`src/rtl/alu_pkg.sv`:
```
// Shared command/response types and the single-op execute function for the multichannel ALU.
// alu_exec works at ExecWidth bits; callers zero-extend operands and keep the low DATA_WIDTH bits.
package alu_pkg;

  typedef enum logic [2:0] {
    CmdNop = 3'd0,
    CmdAdd = 3'd1,
    CmdSub = 3'd2,
    CmdAnd = 3'd3,
    CmdOr  = 3'd4,
    CmdXor = 3'd5,
    CmdShl = 3'd6,
    CmdShr = 3'd7
  } command_names_t;

  typedef enum logic [1:0] {
    RespNone     = 2'd0,
    RespSuccess  = 2'd1,
    RespOverflow = 2'd2,
    RespInvalid  = 2'd3
  } response_names_t;

  // Widest DATA_WIDTH the execute function supports.
  localparam int unsigned ExecWidth = 64;

  typedef struct packed {
    logic [ExecWidth-1:0] data;
    response_names_t      resp;
  } exec_result_t;

  function automatic exec_result_t alu_exec(input command_names_t       cmd,
                                            input logic [ExecWidth-1:0] a,
                                            input logic [ExecWidth-1:0] b,
                                            input int unsigned          width);
    logic [ExecWidth:0]   full;
    logic [ExecWidth-1:0] mask;
    exec_result_t         res;
    mask     = ExecWidth'(({{ExecWidth{1'b0}}, 1'b1} << width) - (ExecWidth + 1)'(1));
    full     = '0;
    res.data = '0;
    res.resp = RespSuccess;
    case (cmd)
      CmdAdd: begin
        full     = {1'b0, a} + {1'b0, b};
        res.data = full[ExecWidth-1:0] & mask;
        // Operands are below 2**width, so anything above bit width-1 is the carry.
        if ((full >> width) != '0) res.resp = RespOverflow;
      end
      CmdSub: begin
        full     = {1'b0, a} - {1'b0, b};
        res.data = full[ExecWidth-1:0] & mask;
        if (b > a) res.resp = RespOverflow;
      end
      CmdAnd: res.data = a & b;
      CmdOr:  res.data = a | b;
      CmdXor: res.data = a ^ b;
      CmdShl: begin
        if (b >= ExecWidth'(width)) res.resp = RespInvalid;
        else                        res.data = (a << b) & mask;
      end
      CmdShr: begin
        if (b >= ExecWidth'(width)) res.resp = RespInvalid;
        else                        res.data = a >> b;
      end
      default: res.resp = RespNone;
    endcase
    return res;
  endfunction

endpackage

```
`src/rtl/alu_cmd_fifo.sv`:
```
// Per-channel synchronous command FIFO with occupancy output.
// A push while full or a pop while empty is ignored.
module alu_cmd_fifo #(
  parameter int unsigned Width = 8,
  parameter int unsigned Depth = 4,
  localparam int unsigned LevelW = $clog2(Depth + 1)
) (
  input  logic              clk_i,
  input  logic              rst_ni,
  input  logic              push_i,
  input  logic [Width-1:0]  wdata_i,
  input  logic              pop_i,
  output logic [Width-1:0]  rdata_o,
  output logic              empty_o,
  output logic              full_o,
  output logic [LevelW-1:0] level_o
);

  localparam int unsigned PtrW = $clog2(Depth);

  logic [Width-1:0]  mem_q [Depth];
  logic [PtrW-1:0]   wr_ptr_q, rd_ptr_q;
  logic [LevelW-1:0] level_q;
  logic              do_push, do_pop;

  assign empty_o = (level_q == '0);
  assign full_o  = (level_q == LevelW'(Depth));
  assign do_push = push_i & ~full_o;
  assign do_pop  = pop_i & ~empty_o;
  assign rdata_o = mem_q[rd_ptr_q];
  assign level_o = level_q;

  always_ff @(posedge clk_i or negedge rst_ni) begin
    if (!rst_ni) begin
      wr_ptr_q <= '0;
      rd_ptr_q <= '0;
      level_q  <= '0;
    end else begin
      if (do_push) wr_ptr_q <= wr_ptr_q + 1'b1;
      if (do_pop)  rd_ptr_q <= rd_ptr_q + 1'b1;
      if (do_push != do_pop) level_q <= do_push ? level_q + 1'b1 : level_q - 1'b1;
    end
  end

  // Storage needs no reset: the level counter gates every read.
  always_ff @(posedge clk_i) begin
    if (do_push) mem_q[wr_ptr_q] <= wdata_i;
  end

endmodule

```
`src/rtl/alu_multichannel.sv`:
```
// Multi-channel ALU: per-channel command FIFOs, round-robin issue into a shared
// fixed-latency pipeline, and one valid/ready result slot per channel.
module alu_multichannel
  import alu_pkg::*;
#(
  parameter int unsigned NUM_CHANNELS = 4,
  parameter int unsigned DATA_WIDTH   = 32,
  parameter int unsigned FIFO_DEPTH   = 4,
  parameter int unsigned PIPE_STAGES  = 3,
  localparam int unsigned LevelW = $clog2(FIFO_DEPTH + 1)
) (
  input  logic                                    clock_i,
  input  logic                                    reset_ni,
  input  logic            [NUM_CHANNELS-1:0]                 in_valid_i,
  output logic            [NUM_CHANNELS-1:0]                 in_ready_o,
  input  command_names_t  [NUM_CHANNELS-1:0]                 in_command_i,
  input  logic            [NUM_CHANNELS-1:0][DATA_WIDTH-1:0] in_data1_i,
  input  logic            [NUM_CHANNELS-1:0][DATA_WIDTH-1:0] in_data2_i,
  output logic            [NUM_CHANNELS-1:0]                 out_valid_o,
  input  logic            [NUM_CHANNELS-1:0]                 out_ready_i,
  output logic            [NUM_CHANNELS-1:0][DATA_WIDTH-1:0] out_data_o,
  output response_names_t [NUM_CHANNELS-1:0]                 out_response_o,
  output logic            [NUM_CHANNELS-1:0][LevelW-1:0]     fifo_level_o
);

  localparam int unsigned TagW = (NUM_CHANNELS > 1) ? $clog2(NUM_CHANNELS) : 1;

  typedef struct packed {
    command_names_t        cmd;
    logic [DATA_WIDTH-1:0] a;
    logic [DATA_WIDTH-1:0] b;
  } cmd_entry_t;

  typedef struct packed {
    logic                  valid;
    logic [TagW-1:0]       tag;
    logic [DATA_WIDTH-1:0] data;
    response_names_t       resp;
  } pipe_stage_t;

  cmd_entry_t  [NUM_CHANNELS-1:0] fifo_wdata, head;
  logic        [NUM_CHANNELS-1:0] fifo_push, fifo_empty, fifo_full, eligible, grant;
  logic        [TagW-1:0]         rr_ptr_q, rr_ptr_d, grant_idx;
  logic                           grant_any;
  cmd_entry_t                     issue_entry;
  exec_result_t                   issue_res;
  pipe_stage_t [PIPE_STAGES-1:0]  pipe_q, pipe_d;
  pipe_stage_t                    pipe_last;

  logic [NUM_CHANNELS-1:0]                 busy_q, busy_d;
  logic [NUM_CHANNELS-1:0]                 out_valid_q, out_valid_d;
  logic [NUM_CHANNELS-1:0][DATA_WIDTH-1:0] out_data_q, out_data_d;
  logic [NUM_CHANNELS-1:0][1:0]            out_resp_q, out_resp_d;

  for (genvar c = 0; c < NUM_CHANNELS; c++) begin : g_chan
    // NOPs are dropped at the door and never occupy a FIFO entry.
    assign fifo_push[c]  = in_valid_i[c] & ~fifo_full[c] & (in_command_i[c] != CmdNop);
    assign fifo_wdata[c] = '{cmd: in_command_i[c], a: in_data1_i[c], b: in_data2_i[c]};
    assign eligible[c]   = ~fifo_empty[c] & ~busy_q[c];
    assign in_ready_o[c] = ~fifo_full[c];
    assign out_response_o[c] = response_names_t'(out_resp_q[c]);

    alu_cmd_fifo #(
      .Width($bits(cmd_entry_t)),
      .Depth(FIFO_DEPTH)
    ) u_fifo (
      .clk_i  (clock_i),
      .rst_ni (reset_ni),
      .push_i (fifo_push[c]),
      .wdata_i(fifo_wdata[c]),
      .pop_i  (grant[c]),
      .rdata_o(head[c]),
      .empty_o(fifo_empty[c]),
      .full_o (fifo_full[c]),
      .level_o(fifo_level_o[c])
    );
  end

  // First eligible channel at or after the round-robin pointer.
  always_comb begin
    grant_any = 1'b0;
    grant_idx = '0;
    for (int unsigned i = 0; i < NUM_CHANNELS; i++) begin
      int unsigned idx;
      idx = (32'(rr_ptr_q) + i) % NUM_CHANNELS;
      if (!grant_any && eligible[TagW'(idx)]) begin
        grant_any = 1'b1;
        grant_idx = TagW'(idx);
      end
    end
  end

  assign grant    = grant_any ? (NUM_CHANNELS'(1) << grant_idx) : '0;
  assign rr_ptr_d = !grant_any ? rr_ptr_q :
                    ((32'(grant_idx) + 1 >= NUM_CHANNELS) ? '0 : grant_idx + 1'b1);

  assign issue_entry = head[grant_idx];
  assign issue_res   = alu_exec(issue_entry.cmd, ExecWidth'(issue_entry.a),
                                ExecWidth'(issue_entry.b), DATA_WIDTH);

  if (DATA_WIDTH < ExecWidth) begin : g_exec_hi
    logic unused_exec_hi;
    assign unused_exec_hi = ^issue_res.data[ExecWidth-1:DATA_WIDTH];
  end

  // The result is computed at issue; the remaining stages only carry it to its slot.
  always_comb begin
    pipe_d          = '0;
    pipe_d[0].valid = grant_any;
    pipe_d[0].tag   = grant_idx;
    pipe_d[0].data  = issue_res.data[DATA_WIDTH-1:0];
    pipe_d[0].resp  = issue_res.resp;
    for (int unsigned s = 1; s < PIPE_STAGES; s++) pipe_d[s] = pipe_q[s-1];
  end

  assign pipe_last = pipe_q[PIPE_STAGES-1];

  always_comb begin
    busy_d      = busy_q;
    out_valid_d = out_valid_q;
    out_data_d  = out_data_q;
    out_resp_d  = out_resp_q;
    for (int unsigned c = 0; c < NUM_CHANNELS; c++) begin
      if (out_valid_q[c] && out_ready_i[c]) begin
        out_valid_d[c] = 1'b0;
        out_data_d[c]  = '0;
        out_resp_d[c]  = RespNone;
        busy_d[c]      = 1'b0;
      end
      // One op in flight per channel, so the slot is always free when its result lands.
      if (pipe_last.valid && (pipe_last.tag == TagW'(c))) begin
        out_valid_d[c] = 1'b1;
        out_data_d[c]  = pipe_last.data;
        out_resp_d[c]  = pipe_last.resp;
      end
      if (grant[c]) busy_d[c] = 1'b1;
    end
  end

  always_ff @(posedge clock_i or negedge reset_ni) begin
    if (!reset_ni) begin
      rr_ptr_q    <= '0;
      pipe_q      <= '0;
      busy_q      <= '0;
      out_valid_q <= '0;
      out_data_q  <= '0;
      out_resp_q  <= '0;
    end else begin
      rr_ptr_q    <= rr_ptr_d;
      pipe_q      <= pipe_d;
      busy_q      <= busy_d;
      out_valid_q <= out_valid_d;
      out_data_q  <= out_data_d;
      out_resp_q  <= out_resp_d;
    end
  end

  assign out_valid_o = out_valid_q;
  assign out_data_o  = out_data_q;

endmodule

```
`config.mk`:
```
export PLATFORM = sky130hd
export DESIGN_NAME = alu_multichannel
export DESIGN_NICKNAME = d
export VERILOG_FILES = /design/src/rtl/alu_pkg.sv /design/src/rtl/alu_cmd_fifo.sv /design/src/rtl/alu_multichannel.sv
export SDC_FILE = /design/constraint.sdc
export NUM_CORES = 2
export LEC_CHECK = 0
export BUFFER_PORTS_ARGS = -buffer_cell sky130_fd_sc_hd__buf_2
export CORE_MARGIN = 10
export CORE_UTILIZATION = 63
export CTS_BUF_LIST = sky130_fd_sc_hd__clkbuf_8
export CTS_CLUSTER_SIZE = 10
export DETAILED_ROUTE_END_ITERATION = 6
export PLACE_DENSITY = 0.83
export SLEW_MARGIN = 30
export SYNTH_ARGS = -nofsm -noshare
export SYNTH_HDL_FRONTEND = slang
export SYNTH_SLANG_ARGS = --single-unit
```
`constraint.sdc`:
```
create_clock -name clock_i -period 8.25 [get_ports clock_i]
set_clock_uncertainty 0.1 [all_clocks]
set_input_delay 1.65 -clock clock_i [delete_from_list [all_inputs] [get_ports clock_i]]
set_output_delay 1.65 -clock clock_i [all_outputs]
set_load 0.02 [all_outputs]
```
==> metrics.csv <==
metric,value,unit
RSZ-0062 raised after global routing,false,
hold-fix buffers at CTS,0,
Die Wd,326,um
grt total ovfl,0,
critical path's top delay family,compound AO/OA/AOI/OAI gates,
final hold vios,0,
Clock H-tree levels,4,
biggest cell delay along the critical path,0.77,ns
Detail Placement HPWL,124000,um
setup bufs post-CTS,0,
"Avg Cell Area, Syn",16.7,um2
Antenna Violating Nets Remaining,0,
CTS Buffer Depth,3,
Crit. End Element,flip-flop,
TNS Setup,0,ns
Required @ worst endpoint,8.93,ns
number of CTS-inserted buffers,204,
number of port buffers,433,
HP Class,reg -> reg,
drt wl/cell,32.7,um
Slew Limit Fails,0,
register area share after synthesis,66.7,%
max_slew headroom,26.7,%
post-cts sizing count,0,
Via density,6.72,
cell area after synthesis,59000,um2
status,"complete, no violations",
"Warnings, synthesis",0,
Arrival @ worst endpoint,7.63,ns
DRT Pass-1 Iters,6,
# rows,112,
Crit Path Max Fanout,27,
CTS root buf,clkbuf_8,
Synth Register Bits,1357,
reg2reg end,pipe_d[69],
syn nets,3935,
Final min period,6.95,ns
Tot GR Track Use,33.6,%
Area growth syn-to-layout,13.7,%
HP Start,pipe_d[77],
Least-Margin Pin Slew,1.09,ns
Clock Latency Late Sink,0.92,ns
setup ws final,1.30,ns
crit-path cells,nor3_1 -> buf_4 -> nor2_1 -> a21oi_1 -> o211ai_1 -> clkbuf_2 -> buf_4 -> mux2i_1 -> inv_1 -> ha_1 -> inv_1 -> fa_1 -> nor2b_1 -> o21ai_0 -> a21oi_1 -> a21o_1 -> o21ai_0 -> o41ai_1 -> o221ai_1 -> o31ai_1 -> xnor2_1 -> o21ai_0 -> a211o_1,
Final Core Density,72.0,%
number of global-route vias before repair,37400,
synth unique cells,85,
fin nets,4491,
Clock Sinks,1357,
Final period util,84.3,%
I/O pins,434,
WHS Path Cells,0,
core box area,93000,um2
Starting DRT DRC Count,5120,
top_reg_cell synth,edfxtp_1,
clk slew on worst S/H paths,0.07,ns
FMAX,144,MHz
r2r worst-path depth,23,
Hold Path Sink,pipe_last[3],
drt drc,0,
CTS tree,done,
Synth Instances,3535,
Crit path top cell by count,o21ai_0,
routability cong.,1.06,
FF-to-FF setup slack,1.30,ns
Die H,326,um
Final setup viols,0,
via count,37300,
antenna violations before repair,53,
critical path class,reg -> reg,
FF-to-FF Start,g_chan[2].u_fifo.level_o[0],
largest net degree at the start of global routing,176,
slowest cell on the critical path,o41ai_1,
first-pass GRT wire length,262000,um
Setup WS pre-CTS,1.39,ns
asr flop ratio synth,21.0,%
Critical Path Stages,23,
share of cells above drive strength 1,28.2,%
Initial Util,63.4,%
max_cap viols,0,
final WL,181000,um
Critical Path Start Type,flip-flop,
number of flops mapped to enable cells by yosys,1072,
DIE AREA,106000,um2
Buf/Inv on CP,5,
==> sequential cells by signal (all words and copies together), names as in the netlist <==
signal	flops
pipe_d	74
busy_q	4
rr_ptr_q	2
g_chan.u_fifo.wr_ptr_q	8
out_valid_o	4
g_chan.u_fifo.rd_ptr_q	8
out_response_o	8
out_data_o	128
g_chan.u_fifo.mem_q	1072
pipe_last	37
g_chan.u_fifo.level_o	12
==> cells by family after synthesis <==
| kind of cell | after synthesis | synth area share (%) |
|---|---|---|
| xor+xnor | 42 | 0.624 |
| fa+ha+maj | 122 | 2.66 |
| flops | 1357 | 66.7 |
| mux | 613 | 16.2 |
| simple gates | 456 | 3.79 |
| buf+inv | 325 | 2.42 |
| compound gates | 620 | 7.66 |
==> cell usage in the layout, fill, tap and decap left out, types with 118 or more instances in the layout <==
cell	instances
inv_1	197
mux2i_1	298
nand2_1	123
edfxtp_1	1072
clkbuf_8	217
nor2_1	118
buf_2	432
dfrtp_1	277
mux4_2	268
a22o_1	158
==> routing by layer <==
| layer | up-vias | track usage (%) | share of wire (%) |
|---|---|---|---|
| met5 | - | 0 | 0.16 |
| met4 | 44 | 19.8 | 6.5 |
| met3 | 515 | 8.20 | 10 |
| met2 | 2616 | 52.3 | 47 |
| met1 | 18800 | 43.2 | 36 |
| li1 | 15300 | - | - |
==> worst register-to-register path, delay by kind of cell (launching register included) <==
kind	cells	cell delay, ns
AND/OR/NAND/NOR	3	0.51
adder cells (fa/ha/maj)	2	0.46
buffers and inverters	5	1.18
XOR/XNOR	1	0.15
AO/OA/AOI/OAI	11	3.49
flip-flops	1	0.45
multiplexers	1	0.48
==> worst max-delay path by stage <==
stage / startpoint / endpoint / slack [ns]
2_1_floorplan: g_chan[0].u_fifo.level_o[1] / pipe_d[61] / 2.23
3_3_place_gp: g_chan[2].u_fifo.level_o[0] / pipe_d[69] / 1.60
3_5_place_dp: g_chan[2].u_fifo.level_o[0] / pipe_d[69] / 1.39
4_1_cts: g_chan[2].u_fifo.level_o[0] / pipe_d[69] / 1.35
5_1_grt: g_chan[2].u_fifo.level_o[0] / pipe_d[69] / 0.88
6_report: g_chan[2].u_fifo.level_o[0] / pipe_d[69] / 1.30
==> cell usage after synthesis, drive strengths merged, types with 26 or more instances <==
cell type  instances  share of area, %
edfxtp          1072                55
buf              104               1.0
ha               116               2.5
dfrtp            285                12
nor2             126              0.81
a22oi             31              0.39
a21oi            106              0.90
nor3              49              0.45
o21ai             88              0.75
mux4             268                10
inv              120              0.76
xnor2             36              0.53
mux2              35              0.67
a22o             158               2.3
mux2i            310               5.3
nand3             33              0.28
nand2            123              0.78
clkbuf            99              0.63
a21o              26              0.33
==> through the flow <==
step | cell area, um2 | cells | hold slack [ns]
3_5_place_dp | 62900 | 5135 | 0.235
5_1_grt | 67000 | 5538 | 0.244
2_1_floorplan | 59000 | 3535 | 0.231
6_report | 67000 | 5550 | 0.229
4_1_cts | 66800 | 5510 | 0.221
3_3_place_gp | 62900 | 5134 | 0.232
==> final cells by class <==
type | count | area, um2
clock buffers | 217 | 2990
diodes | 36 | 90.1
multi-input cells | 1853 | 18400
fillers | 5663 | 26000
inverters | 122 | 459
flip-flops and latches | 1357 | 39300
well taps | 1254 | 1570
repair buffers | 553 | 3220
clock inverters | 158 | 913
Power is not shown: default switching activity piles up to over one toggle a cycle in this logic, so the estimate is an artifact.
